**src/rtl/user_counter_bank_pkg.sv**
```systemverilog
`default_nettype none
// ============================================================================
// Module      : user_counter_pkg
// Description : Register offsets, CTRL bit indices and the byte-strobe merge
//               helper shared by the user_counter_bank files.
// Revision    : 1.0 - initial release
// ============================================================================
package user_counter_pkg;

    localparam logic [7:0] c_ch_stride   = 8'h10;
    localparam logic [3:0] c_ofs_ctrl    = 4'h0;
    localparam logic [3:0] c_ofs_count   = 4'h4;
    localparam logic [3:0] c_ofs_limit   = 4'h8;
    localparam logic [3:0] c_ofs_status  = 4'hC;
    localparam logic [7:0] c_adr_io_sel  = 8'h80;

    localparam int c_ctrl_en        = 0;
    localparam int c_ctrl_dir       = 1;
    localparam int c_ctrl_reload    = 2;
    localparam int c_ctrl_irq_en    = 3;
    localparam int c_ctrl_presc_lsb = 8;
    localparam int c_status_hit     = 0;

    function automatic logic [31:0] byte_merge(input logic [31:0] old_v,
                                               input logic [31:0] new_v,
                                               input logic [3:0]  sel);
        logic [31:0] r;
        r = old_v;
        for (int b = 0; b < 4; b++) begin
            if (sel[b]) r[b*8 +: 8] = new_v[b*8 +: 8];
        end
        return r;
    endfunction

endpackage
`default_nettype wire

```
**src/rtl/user_counter_bank_if.sv**
```systemverilog
`default_nettype none
// ============================================================================
// Module      : user_counter_bank_if
// Description : Wishbone slave bundle for the counter bank.
// Revision    : 1.0 - initial release
// ============================================================================
interface user_counter_bank_if;
    logic        wbs_stb_i;
    logic        wbs_cyc_i;
    logic        wbs_we_i;
    logic [3:0]  wbs_sel_i;
    logic [31:0] wbs_dat_i;
    logic [31:0] wbs_adr_i;
    logic        wbs_ack_o;
    logic [31:0] wbs_dat_o;

    modport master (
        output wbs_stb_i, wbs_cyc_i, wbs_we_i, wbs_sel_i, wbs_dat_i, wbs_adr_i,
        input  wbs_ack_o, wbs_dat_o
    );

    modport slave (
        input  wbs_stb_i, wbs_cyc_i, wbs_we_i, wbs_sel_i, wbs_dat_i, wbs_adr_i,
        output wbs_ack_o, wbs_dat_o
    );
endinterface
`default_nettype wire

```
**src/rtl/user_counter_bank_channel.sv**
```systemverilog
`default_nettype none
// ============================================================================
// Module      : counter_channel
// Description : One counter channel: CTRL/COUNT/LIMIT/HIT, tick logic and the
//               WB > LA > tick count priority. Prescaler under
//               USER_COUNTER_PRESCALER_EN.
// Revision    : 1.0 - initial release
// ============================================================================
module counter_channel
    import user_counter_pkg::*;
#(
    parameter int WIDTH      = 30,
    parameter int COUNT_STEP = 1
) (
    input  wire logic             clk,
    input  wire logic             rst,
    input  wire logic             i_wr_ctrl,
    input  wire logic             i_wr_count,
    input  wire logic             i_wr_limit,
    input  wire logic             i_wr_status,
    input  wire logic [31:0]      i_wdata,
    input  wire logic [3:0]       i_wsel,
    input  wire logic             i_la_load,
    input  wire logic [WIDTH-1:0] i_la_mask,
    input  wire logic [WIDTH-1:0] i_la_data,
    output logic [31:0]           o_ctrl,
    output logic [WIDTH-1:0]      o_count,
    output logic [WIDTH-1:0]      o_limit,
    output logic                  o_hit,
    output logic                  o_irq_req
);

    localparam logic [WIDTH-1:0] c_step = WIDTH'(COUNT_STEP);

    logic             en_q, en_d;
    logic             dir_q, dir_d;
    logic             reload_q, reload_d;
    logic             irq_en_q, irq_en_d;
    logic             hit_q, hit_d;
    logic [WIDTH-1:0] count_q, count_d;
    logic [WIDTH-1:0] limit_q, limit_d;

    logic [31:0]      w_ctrl_cur;
    logic [31:0]      w_ctrl_wr;
    logic [31:0]      w_count_wr;
    logic [31:0]      w_limit_wr;
    logic [WIDTH-1:0] w_count_tick;
    logic             w_tick;
    logic             w_hit_set;
    logic             w_stop;
    logic             w_hit_clr;

`ifdef USER_COUNTER_PRESCALER_EN
    logic [7:0] presc_q, presc_d;
    logic [7:0] presc_cnt_q, presc_cnt_d;
`endif

    always_comb begin
        w_ctrl_cur                 = '0;
        w_ctrl_cur[c_ctrl_en]      = en_q;
        w_ctrl_cur[c_ctrl_dir]     = dir_q;
        w_ctrl_cur[c_ctrl_reload]  = reload_q;
        w_ctrl_cur[c_ctrl_irq_en]  = irq_en_q;
`ifdef USER_COUNTER_PRESCALER_EN
        w_ctrl_cur[c_ctrl_presc_lsb +: 8] = presc_q;
`endif
        w_ctrl_wr  = byte_merge(w_ctrl_cur, i_wdata, i_wsel);
        w_count_wr = byte_merge(32'(count_q), i_wdata, i_wsel);
        w_limit_wr = byte_merge(32'(limit_q), i_wdata, i_wsel);

`ifdef USER_COUNTER_PRESCALER_EN
        w_tick = en_q && (presc_cnt_q == presc_q);
        if (!en_q || i_wr_ctrl || w_tick) presc_cnt_d = '0;
        else                              presc_cnt_d = presc_cnt_q + 8'd1;
        presc_d = i_wr_ctrl ? w_ctrl_wr[c_ctrl_presc_lsb +: 8] : presc_q;
`else
        w_tick = en_q;
`endif

        w_hit_set    = 1'b0;
        w_stop       = 1'b0;
        w_count_tick = count_q;
        if (w_tick) begin
            if (!dir_q) begin
                if (count_q >= limit_q) begin
                    w_hit_set = 1'b1;
                    if (reload_q) w_count_tick = '0;
                    else          w_stop       = 1'b1;
                end else begin
                    w_count_tick = count_q + c_step;
                end
            end else begin
                if (count_q == '0) begin
                    w_hit_set = 1'b1;
                    if (reload_q) w_count_tick = limit_q;
                    else          w_stop       = 1'b1;
                end else if (count_q >= c_step) begin
                    w_count_tick = count_q - c_step;
                end else begin
                    w_count_tick = '0;
                end
            end
        end

        if (i_wr_count)     count_d = w_count_wr[WIDTH-1:0];
        else if (i_la_load) count_d = (count_q & ~i_la_mask) | (i_la_data & i_la_mask);
        else                count_d = w_count_tick;

        limit_d = i_wr_limit ? w_limit_wr[WIDTH-1:0] : limit_q;

        // A CTRL write in the one-shot stop cycle keeps whatever EN it wrote.
        en_d     = en_q;
        dir_d    = dir_q;
        reload_d = reload_q;
        irq_en_d = irq_en_q;
        if (i_wr_ctrl) begin
            en_d     = w_ctrl_wr[c_ctrl_en];
            dir_d    = w_ctrl_wr[c_ctrl_dir];
            reload_d = w_ctrl_wr[c_ctrl_reload];
            irq_en_d = w_ctrl_wr[c_ctrl_irq_en];
        end else if (w_stop) begin
            en_d = 1'b0;
        end

        w_hit_clr = i_wr_status & i_wsel[0] & i_wdata[c_status_hit];
        hit_d     = w_hit_set | (hit_q & ~w_hit_clr);
    end

    always_ff @(posedge clk) begin
        if (rst) begin
            en_q     <= 1'b0;
            dir_q    <= 1'b0;
            reload_q <= 1'b0;
            irq_en_q <= 1'b0;
            hit_q    <= 1'b0;
            count_q  <= '0;
            limit_q  <= '1;
`ifdef USER_COUNTER_PRESCALER_EN
            presc_q     <= '0;
            presc_cnt_q <= '0;
`endif
        end else begin
            en_q     <= en_d;
            dir_q    <= dir_d;
            reload_q <= reload_d;
            irq_en_q <= irq_en_d;
            hit_q    <= hit_d;
            count_q  <= count_d;
            limit_q  <= limit_d;
`ifdef USER_COUNTER_PRESCALER_EN
            presc_q     <= presc_d;
            presc_cnt_q <= presc_cnt_d;
`endif
        end
    end

    assign o_ctrl    = w_ctrl_cur;
    assign o_count   = count_q;
    assign o_limit   = limit_q;
    assign o_hit     = hit_q;
    assign o_irq_req = hit_q & irq_en_q;

    logic w_unused_ok;
    assign w_unused_ok = ^{i_wdata, i_wsel, w_ctrl_wr, w_count_wr, w_limit_wr};

endmodule
`default_nettype wire

```
**src/rtl/user_counter_bank.sv**
```systemverilog
`default_nettype none
// ============================================================================
// Module      : user_counter_bank
// Description : N_CH counter channels behind a Wishbone slave with LA load,
//               soft reset, IRQ and io_out channel select.
//               Optional prescaler: define USER_COUNTER_PRESCALER_EN.
// Revision    : 1.0 - initial release
// ============================================================================
module user_counter_bank
    import user_counter_pkg::*;
#(
    parameter int N_CH       = 4,
    parameter int WIDTH      = 30,
    parameter int COUNT_STEP = 1
) (
    input  wire logic         wb_clk_i,
    input  wire logic         wb_rst_i,
    user_counter_bank_if.slave wb,
    input  wire logic [31:0]  la_data_in,
    input  wire logic [31:0]  la_oenb,
    output logic [35:0]       io_out,
    output logic [35:0]       io_oeb,
    output logic [2:0]        user_irq
);

    localparam logic [35:0] c_oeb = {{(36-WIDTH){1'b1}}, {WIDTH{1'b0}}};

    logic        rst;
    logic        ack_q, ack_d;
    logic [31:0] dat_q, dat_d;
    logic [2:0]  io_sel_q, io_sel_d;
    logic        irq_q, irq_d;

    logic        w_valid;
    logic        w_wr;
    logic [7:0]  w_adr;
    logic [2:0]  w_ch_idx;
    logic [3:0]  w_ofs;
    logic        w_ch_space;
    logic        w_io_sel_hit;
    logic        w_la_load;
    logic [31:0] w_rdata;
    logic [WIDTH-1:0] w_io_count;

    logic [31:0]      w_ch_ctrl  [N_CH];
    logic [WIDTH-1:0] w_ch_count [N_CH];
    logic [WIDTH-1:0] w_ch_limit [N_CH];
    logic [N_CH-1:0]  w_ch_hit;
    logic [N_CH-1:0]  w_ch_irq;

    // LA bit 31 acts as a soft reset identical to wb_rst_i.
    assign rst = wb_rst_i | (~la_oenb[31] & la_data_in[31]);

    assign w_valid      = wb.wbs_cyc_i & wb.wbs_stb_i;
    assign w_wr         = w_valid & wb.wbs_we_i & ack_q;
    assign w_adr        = wb.wbs_adr_i[7:0];
    assign w_ch_idx     = 3'(w_adr / c_ch_stride);
    assign w_ofs        = 4'(w_adr % c_ch_stride);
    assign w_ch_space   = ~w_adr[7] & ({1'b0, w_ch_idx} < 4'(N_CH));
    assign w_io_sel_hit = (w_adr == c_adr_io_sel);
    assign w_la_load    = ~w_valid;

    for (genvar c = 0; c < N_CH; c++) begin : g_ch
        logic w_sel;
        assign w_sel = w_wr & w_ch_space & (w_ch_idx == 3'(c));

        counter_channel #(
            .WIDTH      (WIDTH),
            .COUNT_STEP (COUNT_STEP)
        ) u_channel (
            .clk         (wb_clk_i),
            .rst         (rst),
            .i_wr_ctrl   (w_sel & (w_ofs == c_ofs_ctrl)),
            .i_wr_count  (w_sel & (w_ofs == c_ofs_count)),
            .i_wr_limit  (w_sel & (w_ofs == c_ofs_limit)),
            .i_wr_status (w_sel & (w_ofs == c_ofs_status)),
            .i_wdata     (wb.wbs_dat_i),
            .i_wsel      (wb.wbs_sel_i),
            .i_la_load   ((c == 0) ? w_la_load : 1'b0),
            .i_la_mask   (~la_oenb[WIDTH-1:0]),
            .i_la_data   (la_data_in[WIDTH-1:0]),
            .o_ctrl      (w_ch_ctrl[c]),
            .o_count     (w_ch_count[c]),
            .o_limit     (w_ch_limit[c]),
            .o_hit       (w_ch_hit[c]),
            .o_irq_req   (w_ch_irq[c])
        );
    end

    always_comb begin
        w_rdata = '0;
        if (w_io_sel_hit) begin
            w_rdata = 32'(io_sel_q);
        end else if (w_ch_space) begin
            for (int c = 0; c < N_CH; c++) begin
                if (w_ch_idx == 3'(c)) begin
                    case (w_ofs)
                        c_ofs_ctrl:   w_rdata = w_ch_ctrl[c];
                        c_ofs_count:  w_rdata = 32'(w_ch_count[c]);
                        c_ofs_limit:  w_rdata = 32'(w_ch_limit[c]);
                        c_ofs_status: w_rdata = 32'(w_ch_hit[c]);
                        default:      w_rdata = '0;
                    endcase
                end
            end
        end
    end

    always_comb begin
        w_io_count = '0;
        for (int c = 0; c < N_CH; c++) begin
            if (io_sel_q == 3'(c)) w_io_count = w_ch_count[c];
        end
    end

    always_comb begin
        ack_d    = w_valid & ~ack_q;
        dat_d    = (w_valid & ~ack_q) ? w_rdata : '0;
        io_sel_d = (w_wr & w_io_sel_hit & wb.wbs_sel_i[0]) ? wb.wbs_dat_i[2:0] : io_sel_q;
        irq_d    = |w_ch_irq;
    end

    always_ff @(posedge wb_clk_i) begin
        if (rst) begin
            ack_q    <= 1'b0;
            dat_q    <= '0;
            io_sel_q <= '0;
            irq_q    <= 1'b0;
        end else begin
            ack_q    <= ack_d;
            dat_q    <= dat_d;
            io_sel_q <= io_sel_d;
            irq_q    <= irq_d;
        end
    end

    assign wb.wbs_ack_o = ack_q;
    assign wb.wbs_dat_o = dat_q;
    assign io_out       = 36'(w_io_count);
    assign io_oeb       = c_oeb;
    assign user_irq     = {2'b00, irq_q};

    logic w_unused_ok;
    assign w_unused_ok = ^{wb.wbs_adr_i[31:8], la_data_in, la_oenb, w_ch_hit};

endmodule
`default_nettype wire

```
**src/flat_wrapper.sv**
```systemverilog
// flat-port wrapper written by rule: the top's interface ports become plain ports
module user_counter_bank_flat import user_counter_pkg::*;
#(
    parameter int N_CH       = 4,
    parameter int WIDTH      = 30,
    parameter int COUNT_STEP = 1
)
  (wb_clk_i, wb_rst_i, la_data_in, la_oenb, io_out, io_oeb, user_irq, wb_wbs_stb_i, wb_wbs_cyc_i, wb_wbs_we_i, wb_wbs_sel_i, wb_wbs_dat_i, wb_wbs_adr_i, wb_wbs_ack_o, wb_wbs_dat_o);
  user_counter_bank_if wb_i ();
  input  wire logic wb_clk_i;
  input  wire logic wb_rst_i;
  input  wire logic [31:0] la_data_in;
  input  wire logic [31:0] la_oenb;
  output logic [35:0] io_out;
  output logic [35:0] io_oeb;
  output logic [2:0] user_irq;
  input wire logic [$bits(wb_i.wbs_stb_i)-1:0] wb_wbs_stb_i;
  input wire logic [$bits(wb_i.wbs_cyc_i)-1:0] wb_wbs_cyc_i;
  input wire logic [$bits(wb_i.wbs_we_i)-1:0] wb_wbs_we_i;
  input wire logic [$bits(wb_i.wbs_sel_i)-1:0] wb_wbs_sel_i;
  input wire logic [$bits(wb_i.wbs_dat_i)-1:0] wb_wbs_dat_i;
  input wire logic [$bits(wb_i.wbs_adr_i)-1:0] wb_wbs_adr_i;
  output wire logic [$bits(wb_i.wbs_ack_o)-1:0] wb_wbs_ack_o;
  output wire logic [$bits(wb_i.wbs_dat_o)-1:0] wb_wbs_dat_o;
  assign wb_i.wbs_stb_i = wb_wbs_stb_i;
  assign wb_i.wbs_cyc_i = wb_wbs_cyc_i;
  assign wb_i.wbs_we_i = wb_wbs_we_i;
  assign wb_i.wbs_sel_i = wb_wbs_sel_i;
  assign wb_i.wbs_dat_i = wb_wbs_dat_i;
  assign wb_i.wbs_adr_i = wb_wbs_adr_i;
  assign wb_wbs_ack_o = wb_i.wbs_ack_o;
  assign wb_wbs_dat_o = wb_i.wbs_dat_o;
  user_counter_bank #(.N_CH(N_CH), .WIDTH(WIDTH), .COUNT_STEP(COUNT_STEP)) u_core (.wb_clk_i(wb_clk_i), .wb_rst_i(wb_rst_i), .wb(wb_i), .la_data_in(la_data_in), .la_oenb(la_oenb), .io_out(io_out), .io_oeb(io_oeb), .user_irq(user_irq));
endmodule
```
**config.mk**
```make
export PLATFORM = sky130hd
export DESIGN_NAME = user_counter_bank_flat
export DESIGN_NICKNAME = d
export VERILOG_FILES = /design/src/rtl/user_counter_bank_pkg.sv /design/src/rtl/user_counter_bank_if.sv /design/src/rtl/user_counter_bank_channel.sv /design/src/rtl/user_counter_bank.sv /design/src/flat_wrapper.sv
export SDC_FILE = /design/constraint.sdc
export NUM_CORES = 1
export LEC_CHECK = 0
export CAP_MARGIN = 5
export CELL_PAD_IN_SITES_DETAIL_PLACEMENT = 0
export CELL_PAD_IN_SITES_GLOBAL_PLACEMENT = 1
export CORE_AREA = 10 10 251 253
export CTS_BUF_LIST = sky130_fd_sc_hd__clkbuf_4 sky130_fd_sc_hd__clkbuf_8
export DETAILED_ROUTE_END_ITERATION = 10
export DIE_AREA = 0 0 261 263
export PLACE_DENSITY_LB_ADDON = 0.1
export SYNTH_ARGS = -nofsm -noshare
export SYNTH_HDL_FRONTEND = slang
export SYNTH_SLANG_ARGS = --single-unit
```
**constraint.sdc**
```tcl
create_clock -name wb_clk_i -period 4.8 [get_ports wb_clk_i]
set_clock_uncertainty 0.2 [all_clocks]
set_input_delay 0.96 -clock wb_clk_i [delete_from_list [all_inputs] [get_ports wb_clk_i]]
set_output_delay 0.96 -clock wb_clk_i [all_outputs]
set_load 0.02 [all_outputs]
```
Yosys cells after proc, flatten, opt, wreduce, memory -nomap -nowiden
Index checks and enable logic that the tools add are counted.
{ "classes": {"addsub": 8, "order_cmp": 9, "n_eq_ne": 39, "mux": 99, "bitwise": 64, "reduce_logical": 57} }
{ "ops": {"columns": ["operator", "count"], "rows": [
  ["$mux 30", 37],
  ["$pmux 30 s4", 4],
  ["$mux 32", 4],
  ["$add 30x1->30 const B", 4],
  ["$ge 30x1->1 const B", 4],
  ["$ge 30x30->1", 4],
  ["$logic_not 30->1", 4],
  ["$sub 30x1->30 const B", 4],
  ["$reduce_and 4->1", 16],
  ["$and 30x30->30", 2],
  ["$not 30->30", 2],
  ["$mux 1", 48],
  ["$reduce_and 2->1", 24],
  ["$and 1x1->1", 45],
  ["$ne 2x2->1 const B", 20],
  ["$or 30x30->30", 1],
  ["$mux 8", 3],
  ["$ne 4x4->1 const B", 6],
  ["$reduce_bool 2->1", 7],
  ["$eq 3x2->1 const B", 4],
  ["$ne 5x5->1 const B", 2],
  ["$not 1->1", 9],
  ["$eq 4x4->1 const B", 2],
  ["$eq 8x8->1 const B", 1],
  ["other kinds (11)", 19]
]} }
{ "word_totals": {"ff_bits": 297, "inputBits": 137, "wordCells": 333} }

Depth between registers and ports, before layout
{ "logic_depth": {"ltp_word": 11, "mapped_depth": 16, "ltp_nobuf": 11} }

Hierarchy
A second synthesis with hierarchy kept.
{ "hier_totals": {"hier_cells": 4086, "hier_area_um2": 29894.9} }
{ "modules_own_cells": {"columns": ["module", "instances", "cells_per_inst", "area_each_um2", "seq_area_each_um2"], "rows": [
  ["counter_channel at u_core.g_ch[1].u_channel ...", 2, 805, 5959.5, 1301.2],
  ["user_counter_bank", 1, 767, 6090.8, 740.7],
  ["counter_channel at u_core.g_ch[0].u_channel", 1, 858, 5983.2, 1301.2],
  ["counter_channel at u_core.g_ch[3].u_channel", 1, 851, 5901.9, 1301.2]
]} }

Worst setup path after synthesis
OpenSTA, ideal clock, no wires.
{ "synth_timing": {"path_type": "input to register", "startpoint": "input wb_wbs_adr_i[3]", "endpoint": "register (tool-made name)", "setup_ps": 87, "t_arrival_ps": 3262, "required_ps": 4513, "slack_ps": 1251, "cell_stages": 11, "path_buffers": 3, "cell_sequence": "clkbuf_1 > nor4b_2 > nand3_1 > clkbuf_1 > nor2_1 > clkbuf_1 > nor2_1 > o21ai_0 > o21ai_0 > a2111o_1 > o31ai_1"} }
{ "synth_rtl": {"columns": ["element", "line_no", "source"], "rows": [
  ["start, declared", "flat_wrapper.sv:22", "input wire logic [$bits(wb_i.wbs_adr_i)-1:0] wb_wbs_adr_i;"]
]} }

Worst setup path after layout
{ "layout_timing": {"startpoint": "register u_core.g_ch[2].u_channel.count_q[2]", "endpoint": "register u_core.g_ch[2].u_channel.count_q[23]"} }
{ "layout_between": {"elab_chain_len": 6} }
{ "layout_lines": {"columns": ["element", "line_no", "source"], "rows": [
  ["start, declared", "user_counter_bank_channel.sv:40", "logic [WIDTH-1:0] count_q, count_d;"],
  ["start signal, assigned", "user_counter_bank_channel.sv:148", "count_q <= count_d;"],
  ["$sub 30x1->30 or $ge 30x1->1 (tied branches)", "user_counter_bank_channel.sv:98, user_counter_bank_channel.sv:97", null],
  ["$mux 30", "user_counter_bank_channel.sv:97", "end else if (count_q >= c_step) begin"],
  ["$mux 30", "user_counter_bank_channel.sv:93", "if (count_q == '0) begin"],
  ["$mux 30", "user_counter_bank_channel.sv:84", "if (!dir_q) begin"],
  ["$mux 30", "user_counter_bank_channel.sv:83", "if (w_tick) begin"],
  ["$mux 30", "user_counter_bank_channel.sv:105", "if (i_wr_count) count_d = w_count_wr[WIDTH-1:0];"]
]} }
Parallel ways exist; a longest one is shown, timed or not. The select of a mux whose other input is x is not followed.
A chain may end at the register's enable or synchronous reset.

==> results.txt <==
Hold Path Cell Cnt -> 2
Top Ports -> 245
launch point of the worst reg-to-reg path -> u_core.g_ch[2].u_channel.o_count[2]
CP endpoint kind -> flip-flop
Sw Pwr -> 1.95 mW
Post-synth EDFFs -> 0
Detail Placement HPWL -> 94500 um
WL final -> 127000 um
Hold Path Origin -> u_core.g_ch[0].u_channel.o_hit
register area share after synthesis -> 24.0%
Int Power -> 4.46 mW
clk buf depth -> 3
Clk Latency, worst-skew pair -> 0.71 ns
grt total ovfl -> 0
Initial Util -> 42.3%
sw frac -> 30.5%
clock root cell -> clkbuf_8
Seq pwr share -> 39.3%
Global Route met2 Usage -> 49.9%
synth unique cells -> 86
final hold slack -> 0.303 ns
Synth Area per Inst -> 7.27 sq um
fraction of layout cells with a size suffix above 1 -> 9.80%
WP data required -> 5.22 ns
first-pass iteration count of the detailed router -> 6
crit path DAT -> 4.79 ns
share of the synthesized area in the top cell type -> 24.0%
RD Place Congestion -> 1.02
Finished Cell Area -> 28500 sq um
Max IR drop VDD -> 0.242 mV
Core Area -> 58200 sq um
Util after Layout -> 48.9%
remaining routing DRC violations -> 0
Finish-stage setup viols -> 0
max-cap viol count -> 0
setup slack, reg-to-reg -> 0.44 ns
CTS H-tree depth -> 2
Cells after Synth -> 3384
Synth async-reset ratio -> 0%
Resize count post-CTS -> 0
number of post-CTS setup repair buffers -> 0
number of hold buffers added after cts -> 0
share of power burned in the clock network -> 46.5%
Total GRT Usage -> 35.4%
Wirelength per Cell -> 29.8 um
Post-Syn Area -> 24600 sq um
most utilized layer in the global route result -> met2
CTS clock-pin slew for the worst setup and hold paths -> 0.06 ns
final net count -> 3697
most frequent cells in the layout -> 387 x nand2_1, 294 x dfxtp_1, 221 x o21ai_0, 218 x nor2_1, 211 x a21oi_1
max_slew headroom -> 27.0%
num rows -> 89
CTS buffer count -> 60
setup TNS -> 0 ns
Via density -> 6.60
Die Width -> 261 um
RSZ-0062 raised after global routing -> false
FF-to-FF path depth -> 11
largest fanout on the critical path -> 12
Final min period -> 4.36 ns
first-pass GRT wire length -> 183000 um
top_reg_cell synth -> dfxtp_1
Final Hold Vio Count -> 0
Die Y-Extent -> 263 um
antenna violations before repair -> 7
M1 GR Usage -> 49.5%
Area growth syn-to-layout -> 15.6%
Port Buffer Count -> 170
yosys warns -> 0
WS Path Type -> flip-flop to flip-flop
Synth area leaders -> dfxtp_1 24%, ha_1 6.5%, nand2_1 5.9%
ANT nets after route -> 0
post-synth top area cell -> dfxtp_1
First DRT Iteration DRCs -> 3530
grt met3 use -> 8.52%
static leakage power -> 11.7 nW
die area -> 68600 sq um
period utilization -> 90.9%
P per Cell Area -> 225 nW/um^2
Crit Reg-Reg Endpoint -> u_core.g_ch[2].u_channel.o_count[23]
FMAX -> 229 MHz
TritonCTS clock tree -> yes
vias in the first global route -> 25800
leading cell type in the layout, fill and taps excluded -> nand2_1
hold endpoint -> u_core.g_ch[0].u_channel.o_hit
Worst Setup Start Kind -> flip-flop
TritonCTS sink count -> 295
Seq cells post-synth -> 295
outcome -> finished, final reports clean
Hold/Removal Path Class -> flip-flop to flip-flop
max-slew violation count -> 0
largest net degree at the start of global routing -> 85
slew at the pin closest to its max-slew limit -> 1.09 ns
vias -> 28100
combinational share of power -> 14.2%
Area after DPL -> 27100 sq um
[worst max-delay path: stages (launching register included)]
cell      delay [ns]
dfxtp_1         0.49
ha_1            0.30
a21o_1          0.15
a211oi_1        0.23
o21ai_1         0.19
a221oi_1        0.49
o21ai_0         0.30
a211oi_2        0.39
buf_4           0.29
o311ai_2        0.29
a21oi_1         0.68
a32o_1          0.27
[Yosys cell counts (16+ instances only)]
cell,instances
a211oi_1,25
a21o_1,29
a21oi_1,212
a221oi_1,69
a22oi_1,64
a31oi_1,26
and2_1,24
and3_1,35
buf_1,20
buf_4,48
clkbuf_1,310
dfxtp_1,295
ha_1,128
inv_1,160
mux2i_1,34
mux4_2,30
nand2_1,388
nand2b_1,19
nand3_1,113
nand4_1,47
nor2_1,222
nor2b_1,48
nor3_1,90
nor4_1,55
o211ai_1,180
o21ai_0,221
o21ai_1,16
o22ai_1,48
o31ai_1,36
or3_1,30
xnor2_1,88
xor2_1,78
[worst max path at each step]
stage	start	end	cells after the start
2_1_floorplan	wb_wbs_adr_i[3]	flip-flop	11
6_report	u_core.g_ch[2].u_channel.o_count[2]	u_core.g_ch[2].u_channel.o_count[23]	11
5_1_grt	u_core.g_ch[2].u_channel.o_limit[3]	u_core.g_ch[2].u_channel.o_count[23]	12
3_3_place_gp	wb_wbs_adr_i[1]	u_core.g_ch[1].u_channel.o_count[12]	11
4_1_cts	u_core.io_sel_q[1]	io_out[21]	4
3_5_place_dp	wb_wbs_adr_i[1]	u_core.g_ch[1].u_channel.o_count[12]	11
[cell families (layout without fill, tap and decap cells)]
logic type,after synthesis,in the layout,synth area share [%]
simple gates,1134,1134,22.1
compound gates,1037,1037,27.8
buf+inv,554,605,9.32
flops,295,295,24.0
xor+xnor,166,166,5.91
fa+ha+maj,128,128,6.51
mux,68,68,4.31
other cells,2,47,0.0305
[through the flow]
| step | instances | total power [mW] | setup WS [ns] |
|---|---|---|---|
| detailed placement | 4143 | 3.44 | 0.421 |
| CTS | 4252 | 6.40 | 0.466 |
| floorplan | 3428 | 3.02 | 1.25 |
| finish | 4253 | 6.41 | 0.437 |
| global route | 4253 | 6.58 | 0.349 |
| global placement | 4143 | 3.44 | 0.438 |
[cell type report]
cell class,count,area (sq um)
clock inverters,10,77.6
multi-input cells,2579,16700
diodes,1,2.50
fillers,5867,29800
flip-flops and latches,295,5910
well taps,773,967
repair buffers,335,2990
inverters,161,604
clock buffers,99,1250
[per-layer routing]
| metal | wire length, um | up-vias | part of all wire [%] |
|---|---|---|---|
| li1 | - | 12400 | - |
| met1 | 54200 | 13700 | 43 |
| met2 | 51500 | 1700 | 41 |
| met3 | 14300 | 302 | 11 |
| met4 | 6740 | 8 | 5.3 |
| met5 | 53 | - | 0.042 |
[power groups by stage]
stage / logic [mW] / registers [mW] / clock network [mW]
detailed placement: 0.871 / 2.57 / 0
CTS: 0.876 / 2.52 / 3.00
global route: 0.944 / 2.52 / 3.12
global placement: 0.869 / 2.57 / 0
finish: 0.907 / 2.52 / 2.98
floorplan: 0.495 / 2.53 / 0
(Power assumes the default switching activity.)
